`src/rtl/fft512_pkg.sv`:
```
// Shared definitions for the 512-point FFT pipeline.
//   DATA_W  : signed component width of real/imag samples
//   FFT_LEN : transform length
//   sdf_state_t : radix-2 SDF butterfly controller states
package fft512_pkg;

    localparam int DATA_W  = 24;
    localparam int FFT_LEN = 512;

    typedef enum logic [1:0] {
        IDLE  = 2'd0,
        FILL  = 2'd1,
        BF    = 2'd2,
        DRAIN = 2'd3
    } sdf_state_t;

endpackage

```
`src/rtl/r2_sdf_butterfly_cplx_addsub.sv`:
```
// cplx_addsub: combinational complex sum and difference.
// Results are formed at W+1 bits and wrapped to W bits; there is no
// scaling and no saturation.
//   a_r, a_i     : in  W  signed operand a
//   b_r, b_i     : in  W  signed operand b
//   sum_r, sum_i : out W  wrapped a+b
//   dif_r, dif_i : out W  wrapped a-b
import fft512_pkg::*;

module cplx_addsub #(
    parameter int W = DATA_W
) (
    input  logic signed [W-1:0] a_r,
    input  logic signed [W-1:0] a_i,
    input  logic signed [W-1:0] b_r,
    input  logic signed [W-1:0] b_i,
    output logic signed [W-1:0] sum_r,
    output logic signed [W-1:0] sum_i,
    output logic signed [W-1:0] dif_r,
    output logic signed [W-1:0] dif_i
);

    logic signed [W:0] sr, si, dr, di;

    always_comb begin
        sr = {a_r[W-1], a_r} + {b_r[W-1], b_r};
        si = {a_i[W-1], a_i} + {b_i[W-1], b_i};
        dr = {a_r[W-1], a_r} - {b_r[W-1], b_r};
        di = {a_i[W-1], a_i} - {b_i[W-1], b_i};
    end

    assign sum_r = sr[W-1:0];
    assign sum_i = si[W-1:0];
    assign dif_r = dr[W-1:0];
    assign dif_i = di[W-1:0];

endmodule

```
`src/rtl/r2_sdf_butterfly.sv`:
```
// r2_sdf_butterfly: radix-2 single-path delay-feedback butterfly controller.
// Writes first-half samples into an external N-deep delay line, combines
// them with the second half (sums out, differences fed back), and emits the
// differences during the next frame's fill or an autonomous drain.
//   clk, rst          : clock, asynchronous active-high reset
//   in_valid/in_ready : input handshake (ready low only while draining)
//   din_r, din_i      : input sample
//   dly_r, dly_i      : oldest delay-line sample
//   to_dly_r/_i       : delay-line input (combinational)
//   dly_shift         : delay-line shift enable (combinational)
//   out_valid, dout_* : registered output sample
import fft512_pkg::*;

module r2_sdf_butterfly #(
    parameter int N = 128,
    parameter int W = DATA_W
) (
    input  logic                clk,
    input  logic                rst,
    input  logic                in_valid,
    output logic                in_ready,
    input  logic signed [W-1:0] din_r,
    input  logic signed [W-1:0] din_i,
    input  logic signed [W-1:0] dly_r,
    input  logic signed [W-1:0] dly_i,
    output logic signed [W-1:0] to_dly_r,
    output logic signed [W-1:0] to_dly_i,
    output logic                dly_shift,
    output logic                out_valid,
    output logic signed [W-1:0] dout_r,
    output logic signed [W-1:0] dout_i
);

    localparam int CW = $clog2(N);

    sdf_state_t state, state_n;
    logic [CW-1:0] cnt;
    logic pend, pend_n, cnt_inc, emit, accept, last, drain_start;
    logic signed [W-1:0] nxt_r, nxt_i;
    logic signed [W-1:0] sum_r, sum_i, dif_r, dif_i;

    cplx_addsub #(.W(W)) u_addsub (
        .a_r  (dly_r),
        .a_i  (dly_i),
        .b_r  (din_r),
        .b_i  (din_i),
        .sum_r(sum_r),
        .sum_i(sum_i),
        .dif_r(dif_r),
        .dif_i(dif_i)
    );

    assign last = (cnt == CW'(N - 1));

    // Differences are pending but no next frame arrives at its first slot:
    // this cycle already acts as the first drain cycle, so the difference
    // stream follows the sums without a bubble and ready is low N cycles.
    assign drain_start = (state == FILL) && pend && (cnt == '0) && !in_valid;
    assign in_ready    = !((state == DRAIN) || drain_start);
    assign accept      = in_valid && in_ready;

    always_comb begin
        state_n   = state;
        pend_n    = pend;
        cnt_inc   = 1'b0;
        dly_shift = 1'b0;
        to_dly_r  = '0;
        to_dly_i  = '0;
        emit      = 1'b0;
        nxt_r     = '0;
        nxt_i     = '0;
        unique case (state)
            IDLE: begin
                if (accept) begin
                    to_dly_r  = din_r;
                    to_dly_i  = din_i;
                    dly_shift = 1'b1;
                    cnt_inc   = 1'b1;
                    state_n   = FILL;
                end
            end
            FILL: begin
                if (drain_start) begin
                    dly_shift = 1'b1;
                    emit      = 1'b1;
                    nxt_r     = dly_r;
                    nxt_i     = dly_i;
                    cnt_inc   = 1'b1;
                    state_n   = DRAIN;
                end else begin
                    to_dly_r  = din_r;
                    to_dly_i  = din_i;
                    dly_shift = accept;
                    if (accept) begin
                        cnt_inc = 1'b1;
                        if (pend) begin
                            emit  = 1'b1;
                            nxt_r = dly_r;
                            nxt_i = dly_i;
                        end
                        if (last) begin
                            state_n = BF;
                            pend_n  = 1'b0;
                        end
                    end
                end
            end
            BF: begin
                to_dly_r  = dif_r;
                to_dly_i  = dif_i;
                dly_shift = accept;
                if (accept) begin
                    emit    = 1'b1;
                    nxt_r   = sum_r;
                    nxt_i   = sum_i;
                    cnt_inc = 1'b1;
                    if (last) begin
                        state_n = FILL;
                        pend_n  = 1'b1;
                    end
                end
            end
            DRAIN: begin
                dly_shift = 1'b1;
                emit      = 1'b1;
                nxt_r     = dly_r;
                nxt_i     = dly_i;
                cnt_inc   = 1'b1;
                if (last) begin
                    state_n = IDLE;
                    pend_n  = 1'b0;
                end
            end
            default: state_n = IDLE;
        endcase
    end

    always_ff @(posedge clk or posedge rst) begin
        if (rst) begin
            state     <= IDLE;
            cnt       <= '0;
            pend      <= 1'b0;
            out_valid <= 1'b0;
            dout_r    <= '0;
            dout_i    <= '0;
        end else begin
            state     <= state_n;
            pend      <= pend_n;
            out_valid <= emit;
            if (cnt_inc) begin
                cnt <= cnt + CW'(1);
            end
            if (emit) begin
                dout_r <= nxt_r;
                dout_i <= nxt_i;
            end
        end
    end

endmodule
```
`config.mk`:
```
export PLATFORM = sky130hd
export DESIGN_NAME = r2_sdf_butterfly
export DESIGN_NICKNAME = d
export VERILOG_FILES = /design/src/rtl/fft512_pkg.sv /design/src/rtl/r2_sdf_butterfly_cplx_addsub.sv /design/src/rtl/r2_sdf_butterfly.sv
export SDC_FILE = /design/constraint.sdc
export NUM_CORES = 1
export LEC_CHECK = 0
export BUFFER_PORTS_ARGS = -buffer_cell sky130_fd_sc_hd__buf_2
export CAP_MARGIN = 15
export CORE_AREA = 2 2 161 163
export DETAILED_ROUTE_END_ITERATION = 10
export DIE_AREA = 0 0 163 165
export GPL_ROUTABILITY_DRIVEN = 0
export PLACE_DENSITY = 0.58
export SETUP_SLACK_MARGIN = 0.1
export SLEW_MARGIN = 10
export SYNTH_ARGS = -nofsm -noshare
export SYNTH_HDL_FRONTEND = slang
export SYNTH_HIERARCHICAL = 1
export SYNTH_SLANG_ARGS = --single-unit
```
`constraint.sdc`:
```
create_clock -name clk -period 3.13 [get_ports clk]
set_clock_uncertainty 0.15 [all_clocks]
set_input_delay 0.313 -clock clk [delete_from_list [all_inputs] [get_ports clk]]
set_output_delay 0.313 -clock clk [all_outputs]
set_load 0.05 [all_outputs]
```
# == Word-level counts from Yosys, hierarchy flattened ==
# Cells that the tools add are included.
# totals
input_bits,99
regBits,59
out_inout_bits,99
word_cells,75
# op_classes
mux,39
n_addsub,5
reduce_logical,13
n_eq_ne,12
# op_table
operator,count
2-to-1 mux 24 bit,12
case mux 24 bit (3 select lines),4
adder 24 bit,2
subtractor 24 bit,2
2-to-1 mux 2 bit,7
"!= test 2 bit, second input constant",6
2-to-1 mux 1 bit,11
case mux 1 bit (3 select lines),3
case mux 2 bit (4 select lines),1
"adder 7 x 1 -> 7 bit, second input constant",1
"== test 7 bit, second input constant",1
logical NOT 7 bit,1
"!= test 3 bit, second input constant",2
AND reduction 6 bit,1
AND reduction 5 bit,1
"== test 2 bit, second input constant",2
logical AND 1 bit,4
case mux 1 bit (4 select lines),1
nonzero test 3 bit,1
"== test 2 x 1 -> 1 bit, second input constant",1
logical NOT 1 bit,2
logical NOT 2 bit,1
OR reduction 2 bit,1
logical OR 1 bit,1

# == Depth between registers and ports, before layout ==
# depth
word_depth,10
ltp_mapped,13
mapped_depth_nobuf,13

# == By module ==
# The synthesis kept the hierarchy.
# by_module_without_submodules
module,instances,cells_each,area_per_inst_um2
cplx_addsub,1,734,4867.2
r2_sdf_butterfly,1,401,3793.6

# == Worst setup path before layout ==
# OpenSTA, ideal clock, no wires.
# synth_path
kind,input to output
from,input port din_i[4]
to,output port to_dly_i[23]
stages,12
slack_ns,-0.225
t_arrival_ns,2.892
cell_sequence,inv_1 ha_1 a21o_1 or3_4 o2111ai_2 o211ai_2 o22ai_2 nor3_1 o211a_1 or3_1 a22o_1 a31o_2
# synth_via
elab_chain_len,2
# synth_rtl
item,line,text
from (decl),r2_sdf_butterfly.sv:23,"input logic signed [W-1:0] din_i,"
subtractor 24 bit,r2_sdf_butterfly_cplx_addsub.sv:29,"di = {a_i[W-1], a_i} - {b_i[W-1], b_i};"
named net dif_i[23],r2_sdf_butterfly.sv:40,"logic signed [W-1:0] sum_r, sum_i, dif_r, dif_i;"
case mux 24 bit (3 select lines),r2_sdf_butterfly.sv:72,unique case (state)
to (decl),r2_sdf_butterfly.sv:27,"output logic signed [W-1:0] to_dly_i,"
# The timed path passes the listed nets, and every way through them passes these cells.

# == Final worst setup path ==
# layout_path
from,input port dly_i[4]
to,output port to_dly_i[23]
# layout_via
elab_chain_len,2
# layout_rtl
item,line,text
from (decl),r2_sdf_butterfly.sv:25,"input logic signed [W-1:0] dly_i,"
subtractor 24 bit,r2_sdf_butterfly_cplx_addsub.sv:29,
named net dif_i[23],r2_sdf_butterfly.sv:40,
case mux 24 bit (3 select lines),r2_sdf_butterfly.sv:72,
# The timed path passes the listed nets, and every way through them passes these cells.

==> metrics <==
Cell variety after synth 68; P&R area growth vs syn 50.8%; flops & latches, synth 59; slew margin rel. 0.523; CP delay by family, top compound AO/OA/AOI/OAI gates; Critical Path AT 3050 ps; Min-Delay Endpoint dout_i[22]$_DFFE_PP0P_; CTS buffer count 9; CTS HTree Levels 3; hold path depth 3; Max Freq 284 MHz; total track usage 0.234; TritonCTS sink count 59; Fill cells 2377; DR pass1 iterations 5; core area 25000 um2; Max Cap Viol 0; outcome finished, violations left; fin crit period 3520 ps; setup ws final -385 ps; Final Hold Violating Endpoints 0; num ports 198; Syn Nets 1332; Slew Limit Fails 0; Port Buffers 197; die footprint 26900 um2; slowest stage delay, CP 370 ps; post-route DRC violation count 0; layout cells sized above 1 0.406; CP required 2670 ps; violated checks setup timing; iteration-0 DRC count of the detailed router 646; Cells after DPL 1798; setup TNS -2910 ps; Die Span Y 165 um; Post-Syn Instances 1135; Root Buffer clkbuf_16; Design Area, Final 13100 um2; actual slew at the worst max-slew pin 715 ps; GR Overflow Total 0; EDFF count, synth 0; mean post-synth cell area 7.63 um2; starting density of the core 0.346; Buf/Inv on CP 2; worst reg2reg path depth 7; FF-to-FF Start cnt[0]$_DFFE_PP0P_; async set-or-reset flop fraction in the synthesized netlist 1.00; Finished Layout Cells 1841; diode count 0; final worst path period share 1.12; VDD IR max 0.685 mV; worst reg2reg setup slack 830 ps; CP Cell Sequence buf_6 > ha_4 > a21o_1 > or3_4 > o2111ai_4 > o211ai_2 > o22ai_2 > nor3_2 > o211a_1 > or3_1 > a22o_1 > a31o_4 > buf_8; reg2reg end dout_r[4]$_DFFE_PP0P_; Static Leak 0.00627 uW; routed length per instance 17.8 um; # rows 58; dominant synthesized flop cell dfrtp_1; dpl hpwl 24000 um; post-placement cell area 11600 um2; mapped cell area 8660 um2; via count 10.1k; vias in the first global route 9804; CP max-delay cell or3_1; startpoint types input pin; Post-DRT Antenna Nets 0; CP Class in2out; Clk Latency, worst-skew pair 340 ps; routed vias/inst 5.48; largest net degree at the start of global routing 58; CTS tree built; Crit Path Max Fanout 2; Synth warnings 6; Seq/Total Area, Yosys 0.170; pwr/cell area 749 nW/um2; Total Wirelength 32800 um; worst hold path type in2reg; HP Start dly_i[22]; Worst Setup SP dly_i[4]; chip width 163 um; nature of the critical path endpoint primary output; Final setup viols 24; first-pass GRT wire length 50500 um; Reg clk slew, reported paths 60 ps; Nets 1703; clk buf depth 2; RSZ-0062 raised after global routing yes; antenna violations before repair 0
==> layout make-up <==
class                   instances  area, um2  share of cell area
clock buffers                  12        246              0.0189
clock inverters                 4       26.3             0.00201
inverters                     153        587              0.0449
multi-input cells             838       6950               0.532
flip-flops and latches         59       1480               0.113
well taps                     330        413              0.0316
repair buffers                445       3360               0.257
==> power by group <==
group          switching (uW)  internal, uW  total [uW]  leakage [uW]
clock                     393           557         950      0.000133
sequential                290          1140        1430      0.000662
combinational            4750          2640        7400       0.00547
==> worst min-delay path, delay by kind of cell <==
kind,cells,cell delay [ps]
compound gates,2,210
buf+inv,1,130
==> cells in the final DEF (no fill, tap or decap), types with 8 or more instances in the layout <==
master,netlist,routed
nor2b_1,15,10
nand3_1,14,14
xor2_1,15,15
inv_1,149,140
a31o_4,0,8
dfrtp_1,59,59
a21o_1,19,19
nor2_1,81,79
a21oi_1,78,61
nand2b_1,16,14
buf_2,16,156
buf_6,4,29
nand2_1,33,32
a32oi_1,48,48
nor3_1,15,14
o22ai_1,50,50
buf_8,0,25
ha_1,94,81
a211oi_1,12,8
buf_4,2,226
nand4_1,10,10
or3_1,13,12
clkbuf_16,0,10
a21oi_2,0,14
o21bai_1,14,13
a22o_1,48,48
a31o_2,50,42
ha_4,0,10
o21ai_0,46,32
xnor2_1,72,66
==> Yosys cell counts, types with 14 or more instances <==
cell / n / area share
o22ai_1: 50 / 0.036
nand2_1: 33 / 0.014
o21bai_1: 14 / 0.012
nand3_1: 14 / 0.0081
nor3_1: 15 / 0.0087
o21ai_0: 46 / 0.027
buf_2: 16 / 0.0092
nor2_1: 81 / 0.035
nand2b_1: 16 / 0.012
ha_1: 94 / 0.14
a31o_2: 50 / 0.051
xnor2_1: 72 / 0.073
nor2b_1: 15 / 0.011
a21oi_1: 78 / 0.045
inv_1: 149 / 0.065
clkbuf_1: 56 / 0.024
a22o_1: 48 / 0.049
xor2_1: 15 / 0.015
dfrtp_1: 59 / 0.17
a21o_1: 19 / 0.016
a32oi_1: 48 / 0.049
==> metrics by stage <==
step	util	hold WS, ps	total power (uW)	worst slack, ps
3_3_place_gp	0.463	329	8090	-583
4_1_cts	0.508	195	9630	-376
5_1_grt	0.522	207	10300	-473
6_report	0.522	209	9780	-385
3_5_place_dp	0.463	329	8150	-605
2_1_floorplan	-	323	6190	-79.7
==> how the worst max path moves through the flow <==
stage / depth (start not counted) / slack [ps] / end
after floorplan: 12 / -80 / to_dly_i[23]
after detailed placement: 15 / -600 / to_dly_i[22]
after global placement: 15 / -580 / to_dly_i[22]
final: 13 / -390 / to_dly_i[23]
after CTS: 13 / -380 / to_dly_i[23]
after global routing: 13 / -470 / to_dly_i[23]
==> per-layer routing <==
metal	vias to the layer above	routed length [um]	global-route usage
li1	4847	-	-
met1	4867	14700	0.305
met2	321	15400	0.395
met3	58	1770	0.0349
met4	0	900	0.0805
met5	-	0	0
==> state kept, by name, indices dropped and copies added, names as in the netlist <==
name,flops
dout_i,24
dout_r,24
cnt,7
out_valid,1
state,2
pend,1
==> repair_timing <==
| item | 4_1_cts | 5_1_grt |
|---|---|---|
| hold endpoints to repair | 29 | 0 |
| setup buffers | 22 | 10 |
| resized for setup | 174 | 63 |
| cloned | 0 | 1 |
| pin swaps | 64 | 42 |
| setup endpoints to repair | 39 | 58 |
| hold buffers | 1 | 0 |
==> cells by family (layout without fill, tap and decap cells) <==
group / count (synthesis) / after routing / synth area share
AO/OA/AOI/OAI: 432 / 432 / 0.360
XOR/XNOR: 87 / 87 / 0.0880
adder cells (fa/ha/maj): 98 / 98 / 0.145
buffers and inverters: 238 / 614 / 0.110
flip-flops: 59 / 59 / 0.170
multiplexers: 3 / 3 / 0.00361
AND/OR/NAND/NOR: 218 / 218 / 0.123
Power figures use the tool's default switching activity.
